==> src/rtl/jtag_drv.sv <==
// Host-side JTAG initiator: walks the TAP from Run-Test/Idle through IR/DR scans,
// TAP reset or idle clocking, and returns the TDO bits captured during the scan.
`timescale 1ns/1ps
module jtag_drv #(
  parameter int MAX_LEN = 80,
  parameter int CLK_DIV = 2,
  parameter int LEN_W   = $clog2(MAX_LEN+1)
) (
  input  logic               clk,
  input  logic               rst_n,
  input  logic               i_cmd_valid,
  output logic               o_cmd_ready,
  input  logic [1:0]         i_cmd_op,
  input  logic [LEN_W-1:0]   i_cmd_len,
  input  logic [MAX_LEN-1:0] i_cmd_dat,
  output logic               o_rsp_valid,
  output logic [MAX_LEN-1:0] o_rsp_dat,
  output logic               o_tck,
  output logic               o_tms,
  output logic               o_tdi,
  input  logic               i_tdo
);

  localparam int PH_W  = (2*CLK_DIV > 2) ? $clog2(2*CLK_DIV) : 1;
  localparam int CNT_W = (LEN_W > 3) ? LEN_W : 3;

  localparam logic [PH_W-1:0]  PH_RISE = PH_W'(CLK_DIV);
  localparam logic [PH_W-1:0]  PH_LAST = PH_W'(2*CLK_DIV-1);
  localparam logic [LEN_W-1:0] LEN_MAX = LEN_W'(MAX_LEN);

  localparam logic [1:0] OP_DR  = 2'd0;
  localparam logic [1:0] OP_IR  = 2'd1;
  localparam logic [1:0] OP_RST = 2'd2;
  localparam logic [1:0] OP_RUN = 2'd3;

  typedef enum logic [2:0] {
    ST_IDLE,
    ST_HDR,
    ST_SHIFT,
    ST_TRL,
    ST_DONE
  } state_t;

  state_t             state_reg;
  logic [1:0]         op_reg;
  logic [LEN_W-1:0]   len_reg;
  logic [CNT_W-1:0]   cnt_reg;
  logic [PH_W-1:0]    phase_reg;
  logic [7:0]         hdr_pat_reg;
  logic [2:0]         hdr_last_reg;
  logic [MAX_LEN-1:0] dat_reg;
  logic [MAX_LEN-1:0] cap_reg;
  logic [MAX_LEN-1:0] mask_reg;

  logic [LEN_W-1:0] len_in;
  logic             len_zero;
  logic             last_bit;
  logic             capture_en;
  logic             bit_tms;
  logic             bit_tdi;

  assign len_in     = (i_cmd_len > LEN_MAX) ? LEN_MAX : i_cmd_len;
  assign len_zero   = (i_cmd_len == '0);
  assign last_bit   = (cnt_reg == (CNT_W'(len_reg) - CNT_W'(1)));
  assign capture_en = (state_reg == ST_SHIFT) && (op_reg != OP_RUN);

  // TMS/TDI to present for the TCK that starts at the next phase 0
  always_comb begin
    bit_tms = 1'b0;
    bit_tdi = 1'b0;
    case (state_reg)
      ST_HDR:   bit_tms = hdr_pat_reg[cnt_reg[2:0]];
      ST_SHIFT: begin
        if (op_reg != OP_RUN) begin
          bit_tms = last_bit;
          bit_tdi = dat_reg[0];
        end
      end
      ST_TRL:   bit_tms = (cnt_reg == '0);
      default:  ;
    endcase
  end

  always_ff @(posedge clk or negedge rst_n) begin
    if (!rst_n) begin
      state_reg    <= ST_IDLE;
      op_reg       <= OP_DR;
      len_reg      <= '0;
      cnt_reg      <= '0;
      phase_reg    <= '0;
      hdr_pat_reg  <= '0;
      hdr_last_reg <= '0;
      dat_reg      <= '0;
      cap_reg      <= '0;
      mask_reg     <= '0;
      o_tck        <= 1'b0;
      o_tms        <= 1'b1;
      o_tdi        <= 1'b0;
      o_cmd_ready  <= 1'b1;
      o_rsp_valid  <= 1'b0;
      o_rsp_dat    <= '0;
    end else begin
      case (state_reg)
        ST_IDLE: begin
          if (i_cmd_valid && o_cmd_ready) begin
            o_cmd_ready  <= 1'b0;
            op_reg       <= i_cmd_op;
            len_reg      <= len_in;
            dat_reg      <= i_cmd_dat;
            cap_reg      <= '0;
            mask_reg     <= MAX_LEN'(1);
            cnt_reg      <= '0;
            phase_reg    <= '0;
            hdr_pat_reg  <= 8'b0000_0001;
            hdr_last_reg <= 3'd2;
            case (i_cmd_op)
              OP_DR: state_reg <= len_zero ? ST_DONE : ST_HDR;
              OP_IR: begin
                hdr_pat_reg  <= 8'b0000_0011;
                hdr_last_reg <= 3'd3;
                state_reg    <= len_zero ? ST_DONE : ST_HDR;
              end
              OP_RST: begin
                // five TMS=1 reach Test-Logic-Reset from anywhere, then one 0 to RTI
                hdr_pat_reg  <= 8'b0001_1111;
                hdr_last_reg <= 3'd5;
                state_reg    <= ST_HDR;
              end
              default: state_reg <= len_zero ? ST_DONE : ST_SHIFT;
            endcase
          end
        end

        ST_HDR, ST_SHIFT, ST_TRL: begin
          phase_reg <= (phase_reg == PH_LAST) ? '0 : phase_reg + 1'b1;
          if (phase_reg == '0) begin
            o_tck <= 1'b0;
            o_tms <= bit_tms;
            o_tdi <= bit_tdi;
          end
          if (phase_reg == PH_RISE) begin
            o_tck <= 1'b1;
            if (capture_en && i_tdo) begin
              cap_reg <= cap_reg | mask_reg;
            end
          end
          // segment bookkeeping happens once the TCK high phase is over
          if (phase_reg == PH_LAST) begin
            cnt_reg <= cnt_reg + 1'b1;
            case (state_reg)
              ST_HDR: begin
                if (cnt_reg[2:0] == hdr_last_reg) begin
                  cnt_reg   <= '0;
                  state_reg <= (op_reg == OP_RST) ? ST_DONE : ST_SHIFT;
                end
              end
              ST_SHIFT: begin
                dat_reg  <= dat_reg >> 1;
                mask_reg <= mask_reg << 1;
                if (last_bit) begin
                  cnt_reg   <= '0;
                  state_reg <= (op_reg == OP_RUN) ? ST_DONE : ST_TRL;
                end
              end
              default: begin
                if (cnt_reg[0]) begin
                  cnt_reg   <= '0;
                  state_reg <= ST_DONE;
                end
              end
            endcase
          end
        end

        ST_DONE: begin
          phase_reg <= '0;
          o_tck     <= 1'b0;
          if (!o_rsp_valid) begin
            o_rsp_valid <= 1'b1;
            o_rsp_dat   <= cap_reg;
          end else begin
            o_rsp_valid <= 1'b0;
            o_cmd_ready <= 1'b1;
            state_reg   <= ST_IDLE;
          end
        end

        default: state_reg <= ST_IDLE;
      endcase
    end
  end

endmodule
==> config.mk <==
export PLATFORM = sky130hd
export DESIGN_NAME = jtag_drv
export DESIGN_NICKNAME = d
export VERILOG_FILES = /design/src/rtl/jtag_drv.sv
export SDC_FILE = /design/constraint.sdc
export NUM_CORES = 1
export LEC_CHECK = 0
export CAP_MARGIN = 10
export CELL_PAD_IN_SITES_DETAIL_PLACEMENT = 1
export CELL_PAD_IN_SITES_GLOBAL_PLACEMENT = 1
export CORE_ASPECT_RATIO = 0.6
export CORE_MARGIN = 2
export CORE_UTILIZATION = 48
export CTS_BUF_LIST = sky130_fd_sc_hd__clkbuf_4
export DETAILED_ROUTE_END_ITERATION = 8
export PLACE_DENSITY_LB_ADDON = 0.1
export SLEW_MARGIN = 20
export SYNTH_ARGS = -nofsm -noshare
export SYNTH_HDL_FRONTEND = slang
export SYNTH_SLANG_ARGS = --single-unit
export TNS_END_PERCENT = 100
==> constraint.sdc <==
create_clock -name clk -period 4.4 [get_ports clk]
set_input_delay 0.66 -clock clk [delete_from_list [all_inputs] [get_ports clk]]
set_output_delay 0.66 -clock clk [all_outputs]
set_load 0.005 [all_outputs]
After elaboration in Yosys (flattened, before gate mapping)
Cells that the tools add are included. Widths: inputs -> output; s select.

Latch bits: 0. Memories kept: 0. Bits in writable memories: 0. Bits of input ports: 93. Memory bits (read-only): 0. Logic and storage cells: 121. Register bits after elaboration: 357. Output and inout port bits: 85.

Div/mod/pow operators: 0. Shift-type cells: 0. Bitwise logic cells: 2. Multiply operators: 0. Equal/unequal tests: 23. Reduce and logical (&&, ||, !) cells: 24. Mux-type cells: 51. Magnitude comparators: 2. $add $sub $neg: 3.

Operator list (count): $mux 80 (9); $pmux 80 s2 (3); $or 80x80->80 (1); $mux 7 (6); $mux 3 (10); $pmux 7 s2 (2); $pmux 3 s2 (3); $logic_not 7->1 (2); $ne 2x2->1 const B (7); $eq 2x2->1 const B (5); $pmux 5 s2 (1); $reduce_and 2->1 (5); $mux 1 (9); $ne 3x3->1 const B (3); $pmux 3 s3 (1); $reduce_and 4->1 (2); $add 7x1->7 const B (1); $eq 7x7->1 (1); $gt 7x7->1 const B (1); $sub 7x1->7 const B (1); $eq 3x2->1 const B (2); $pmux 2 s3 (1); $reduce_and 3->1 (2); $reduce_and 6->1 (1); 19 further kinds (26).

Depth between registers and ports, before layout
Word-level depth: 6. Gate-level depth with buffers: 9. Depth with buffers taken out: 8.

Least setup slack after synthesis
No wires, ideal clock.

Path kind: in2reg. From: input port i_cmd_len[1]. To: register state_reg[1]. Required time: 4280 ps. Cell stages on the path: 6. Slack: 2277 ps. Path buffers: 0. Arrival time: 2003 ps. Setup time: 120 ps. Cells stage by stage: or4_1 -> or4_1 -> a21oi_1 -> nor3_1 -> mux2i_1 -> nand2_1.

Longest elaborated chain between the ends: 5.

RTL lines: start, declared (line 14) `input logic [LEN_W-1:0] i_cmd_len,`; $logic_not 7->1 (line 63) `assign len_zero = (i_cmd_len == '0);`; $mux 3 (line 129) `default: state_reg <= len_zero ? ST_DONE : ST_SHIFT;`; $pmux 3 s2 (line 116) `case (i_cmd_op)`; $mux 3 (line 105) `if (i_cmd_valid && o_cmd_ready) begin`; $pmux 3 s3 (line 103) `case (state_reg)`; end signal, assigned (line 117) `OP_DR: state_reg <= len_zero ? ST_DONE : ST_HDR;`; end signal, assigned (line 121) `state_reg <= len_zero ? ST_DONE : ST_HDR;`; end signal, assigned (line 129); end, declared (line 44) `state_t state_reg;`.

Every way passes these cells. The select of a mux whose other input is x is not followed. A chain may end at the register's enable or synchronous reset.

Worst setup path in the final report
From: register state_reg[0]. To: register o_rsp_dat[23].

Longest elaborated chain between the ends: 2.

RTL lines: $eq 3x3->1 (line 103); $reduce_and 2->1 (no source line); end signal, assigned (line 180) `o_rsp_dat <= cap_reg;`; end, declared (line 17) `output logic [MAX_LEN-1:0] o_rsp_dat,`.

Every way passes these cells.

==> results.txt <==
----------------------------------------------------
[Status]
  Run status ... finished, final reports clean

[Setup path]
  RR Startpoint ... state_reg[0]$_DFFE_PN0P_
  Critical Path RT ... 5000 ps
  Master of the slowest instance on the critical path ... sky130_fd_sc_hd__nor2_4
  Setup Crit Path Kind ... register to register
  Max incr delay on CP ... 620 ps
  Launch point of the critical path ... state_reg[0]$_DFFE_PN0P_
  Element type at the critical path start ... register
  Critical path, cell by cell ... nor2_1 > nand2_1 > nor2_4 > buf_12 > mux2_2
  Worst EP arrival ... 3600 ps
  Endpoint kind of the worst setup timing path ... register
  Highest fanout seen on the critical path ... 62

[Clock network]
  Clock tree from TritonCTS ... built
  # clock sinks ... 350
  Number of buffers on the longest clock path ... 3
  Clock tree root driver cell ... sky130_fd_sc_hd__clkbuf_4
  Clock Pin Slew Worst Setup and Hold Paths ... 80 ps
  Post-cts gate resize count ... 0
  Clock insertion delay at the later pin of the skew report ... 750 ps
  H-tree level count ... 3
  Number of buffers created by CTS ... 83

[Floorplan]
  Height of the chip ... 138 um
  Placeable core region ... 29800 sq um
  Row Count ... 49
  Top-level I/O count ... 178
  Die width ... 228 um
  Initial cell density of the core ... 48.6%
  Die outline area ... 31600 sq um

[Synth]
  Number of cells produced by synthesis ... 1455
  Cells taking the most area after synthesis ... sky130_fd_sc_hd__dfrtp_1 (60%), sky130_fd_sc_hd__nand2_1 (9.4%), sky130_fd_sc_hd__mux2_2 (6.2%), sky130_fd_sc_hd__nor2_1 (4.6%), sky130_fd_sc_hd__a31oi_1 (3.5%)
  Top cell type by total area after synthesis ... sky130_fd_sc_hd__dfrtp_1
  Yosys warnings ... 0
  Flip-flop and latch count after synthesis ... 350
  Cell area after synthesis ... 14500 sq um
  Avg Cell Area, Syn ... 9.95 sq um
  Net count of the mapped netlist ... 1560
  Library cells used by synthesis ... 57
  EDFF count, synth ... 0
  Most instantiated flip-flop cell in the synthesis netlist ... sky130_fd_sc_hd__dfrtp_1
  Part of the Yosys area used for sequential elements ... 60.5%
  Share of flip-flops with an asynchronous set or reset after synthesis ... 100%
  Portion of synthesized cell area occupied by the leading cell type ... 60.2%

[Layout]
  Post-layout nets ... 1739
  Core occupancy in the finished layout ... 58.9%
  Layout overhead on the synthesized area ... 21.3%
  Commonest non-fill, non-tap cell in the layout ... sky130_fd_sc_hd__nand2_1
  Fraction of final layout cells with drive strength greater than 1 ... 14.2%
  Layout Cells excl Fill ... 2092
  Most frequent cells in the layout ... sky130_fd_sc_hd__nand2_1 (361), sky130_fd_sc_hd__dfrtp_1 (348), sky130_fd_sc_hd__nor2_1 (176), sky130_fd_sc_hd__clkdlybuf4s50_1 (176), sky130_fd_sc_hd__clkbuf_4 (119)
  Filler cell count ... 3351
  Final design area excluding fillers ... 17500 sq um

[Placement]
  Number of buffer cells added on primary ports ... 177
  Placed inst area ... 16600 sq um
  Number of instances in the placed design ... 1956
  Weighted congestion reported at the end of routability-driven placement ... 0.796
  Detailed Place HPWL ... 23200 um

[Timing]
  Fmax ... 334 MHz
  Max transition margin ... 35.9%
  Transition at the pin with the smallest max-transition slack ... 961 ps
  Summed negative setup slack over all endpoints ... 0 ps
  Final Max Slew Viols ... 0
  Final critical-path share of the clock period ... 68.1%
  Final count of hold timing violations ... 0
  Fin crit period ... 3000 ps
  RSZ-0062 raised after global routing ... false
  Worst clock skew ... 36.7 ps
  Setup violators final ... 0

[Worst hold path]
  Launch instance of the worst min-delay path ... i_cmd_dat[70]
  Class of the worst hold path ... primary input to register

[Power]
  Maximum vdd ir drop ... 183 uV
  PD cells ... 339 nW/um^2
  Static leakage power ... 8.50 nW
  Power after layout ... 0.00594 W

[Job]
  Max Cap Violations ... 0

[Global routing]
  Wire length of the first global-routing pass ... 62700 um
  Gr usage total ... 24.4%
  Maximum number of pins on one net before global-route repair ... 103
  Antenna violations before repair ... 4
  Aggregate global routing overflow ... 0
  Vias in the first global route ... 12100

[Routing]
  Number of nets with antenna violations after routing ... 0
  DRT iter0 DRCs ... 789
  Detailed-router iteration count before antenna repair ... 5
  Remaining routing DRC violations ... 0
  Via-to-Cell Ratio ... 5.32
  Vias after detailed routing ... 11100
  Total routed wirelength ... 37000 um
  Average routed wire per standard cell ... 17.7 um

----------------------------------------------------
## synth_stat cells (2+ instances only)
cell type                  instances
sky130_fd_sc_hd__a31oi_1          81
sky130_fd_sc_hd__nor2_1          178
sky130_fd_sc_hd__or2_2             2
sky130_fd_sc_hd__xor2_1            7
sky130_fd_sc_hd__nor4_1            5
sky130_fd_sc_hd__nor3_1            8
sky130_fd_sc_hd__xnor2_1           7
sky130_fd_sc_hd__a22o_1            3
sky130_fd_sc_hd__nand3b_1          6
sky130_fd_sc_hd__o31ai_1           5
sky130_fd_sc_hd__or4_1             3
sky130_fd_sc_hd__buf_2            17
sky130_fd_sc_hd__ha_1             12
sky130_fd_sc_hd__dfstp_2           2
sky130_fd_sc_hd__nand4_1           3
sky130_fd_sc_hd__nor2b_1           2
sky130_fd_sc_hd__a21oi_1          88
sky130_fd_sc_hd__a21o_1            7
sky130_fd_sc_hd__nand2_1         362
sky130_fd_sc_hd__nand3_1          84
sky130_fd_sc_hd__a211o_1           3
sky130_fd_sc_hd__a211oi_1          3
sky130_fd_sc_hd__buf_1            11
sky130_fd_sc_hd__clkbuf_1         70
sky130_fd_sc_hd__inv_1            11
sky130_fd_sc_hd__dfrtp_1         348
sky130_fd_sc_hd__o21ai_0          12
sky130_fd_sc_hd__nand2b_1          4
sky130_fd_sc_hd__mux2_2           80
sky130_fd_sc_hd__mux2i_1           3
sky130_fd_sc_hd__nor4b_1           2
## power by group
group	total (W)	leakage, nW	internal [W]	switching [W]
Combinational	0.000179	3.08	0.0000809	0.0000981
Sequential	0.00322	4.83	0.00322	0
Clock	0.00255	0.587	0.00129	0.00126
## worst max-delay path: cells and delay by family (launching register included)
kind                   cells  cell delay [ps]
buffers and inverters      1              410
DFF                        1              600
muxes                      1              390
and+or+nand+nor            3             1420
## per-stage QoR
step | hold WS, ps | setup slack, ps
finish | 470 | 1400
global route | 419 | 1200
CTS | 402 | 1400
detailed placement | 463 | 1420
global placement | 455 | 1490
floorplan | 364 | 2280
## logic make-up after synthesis
group	Yosys count	share of synthesized area [%]
adder cells (fa/ha/maj)	12	1.04
AO/OA/AOI/OAI	216	9.03
flip-flops	350	60.5
XOR/XNOR	14	0.847
multiplexers	83	6.43
buffers and inverters	111	3.10
AND/OR/NAND/NOR	669	19.0
## path summary, 6_finish.rpt
path | end | slack (ps) | cells past startpoint
max in group asynchronous | cap_reg[20]$_DFFE_PN0P_ | 2780 | 3
max reg2reg | o_rsp_dat[23]$_DFFE_PN0P_ | 1400 | 5
min | dat_reg[70]$_DFFE_PN0P_ | 470 | 3
min reg2reg | mask_reg[79]$_DFFE_PN0P_ | 470 | 2
max | o_rsp_dat[23]$_DFFE_PN0P_ | 1400 | 5
min in group asynchronous | dat_reg[14]$_DFFE_PN0P_ | 530 | 2
## layer usage
| metal | share of wire [%] | track usage (%) | wire, um | vias to the layer above |
|---|---|---|---|---|
| li1 | - | - | - | 5277 |
| met1 | 48 | 34.2 | 17700 | 5610 |
| met2 | 46 | 38.5 | 17200 | 190 |
| met3 | 3.7 | 4.72 | 1380 | 58 |
| met4 | 1.9 | 8.50 | 717 | 2 |
| met5 | 0.035 | 0 | 13 | - |
## what timing repair did
| item | in CTS | in global routing |
|---|---|---|
| hold endpoints to repair | 86 | 0 |
| buffers inserted | 0 | 0 |
| hold buffers | 1 | 0 |
## area by class of cell
class,count,area (sq um),share of cell area [%]
Clock inverter,13,78.8,0.449
Antenna cell,3,7.51,0.0428
Clock buffer,119,893,5.09
Timing Repair Buffer,194,1960,11.2
Tap cell,408,510,2.91
Inverter,11,41.3,0.235
Sequential cell,350,8760,49.9
Multi-Input combinational cell,994,5300,30.2
No activity file was read; power rests on OpenSTA's default activity.
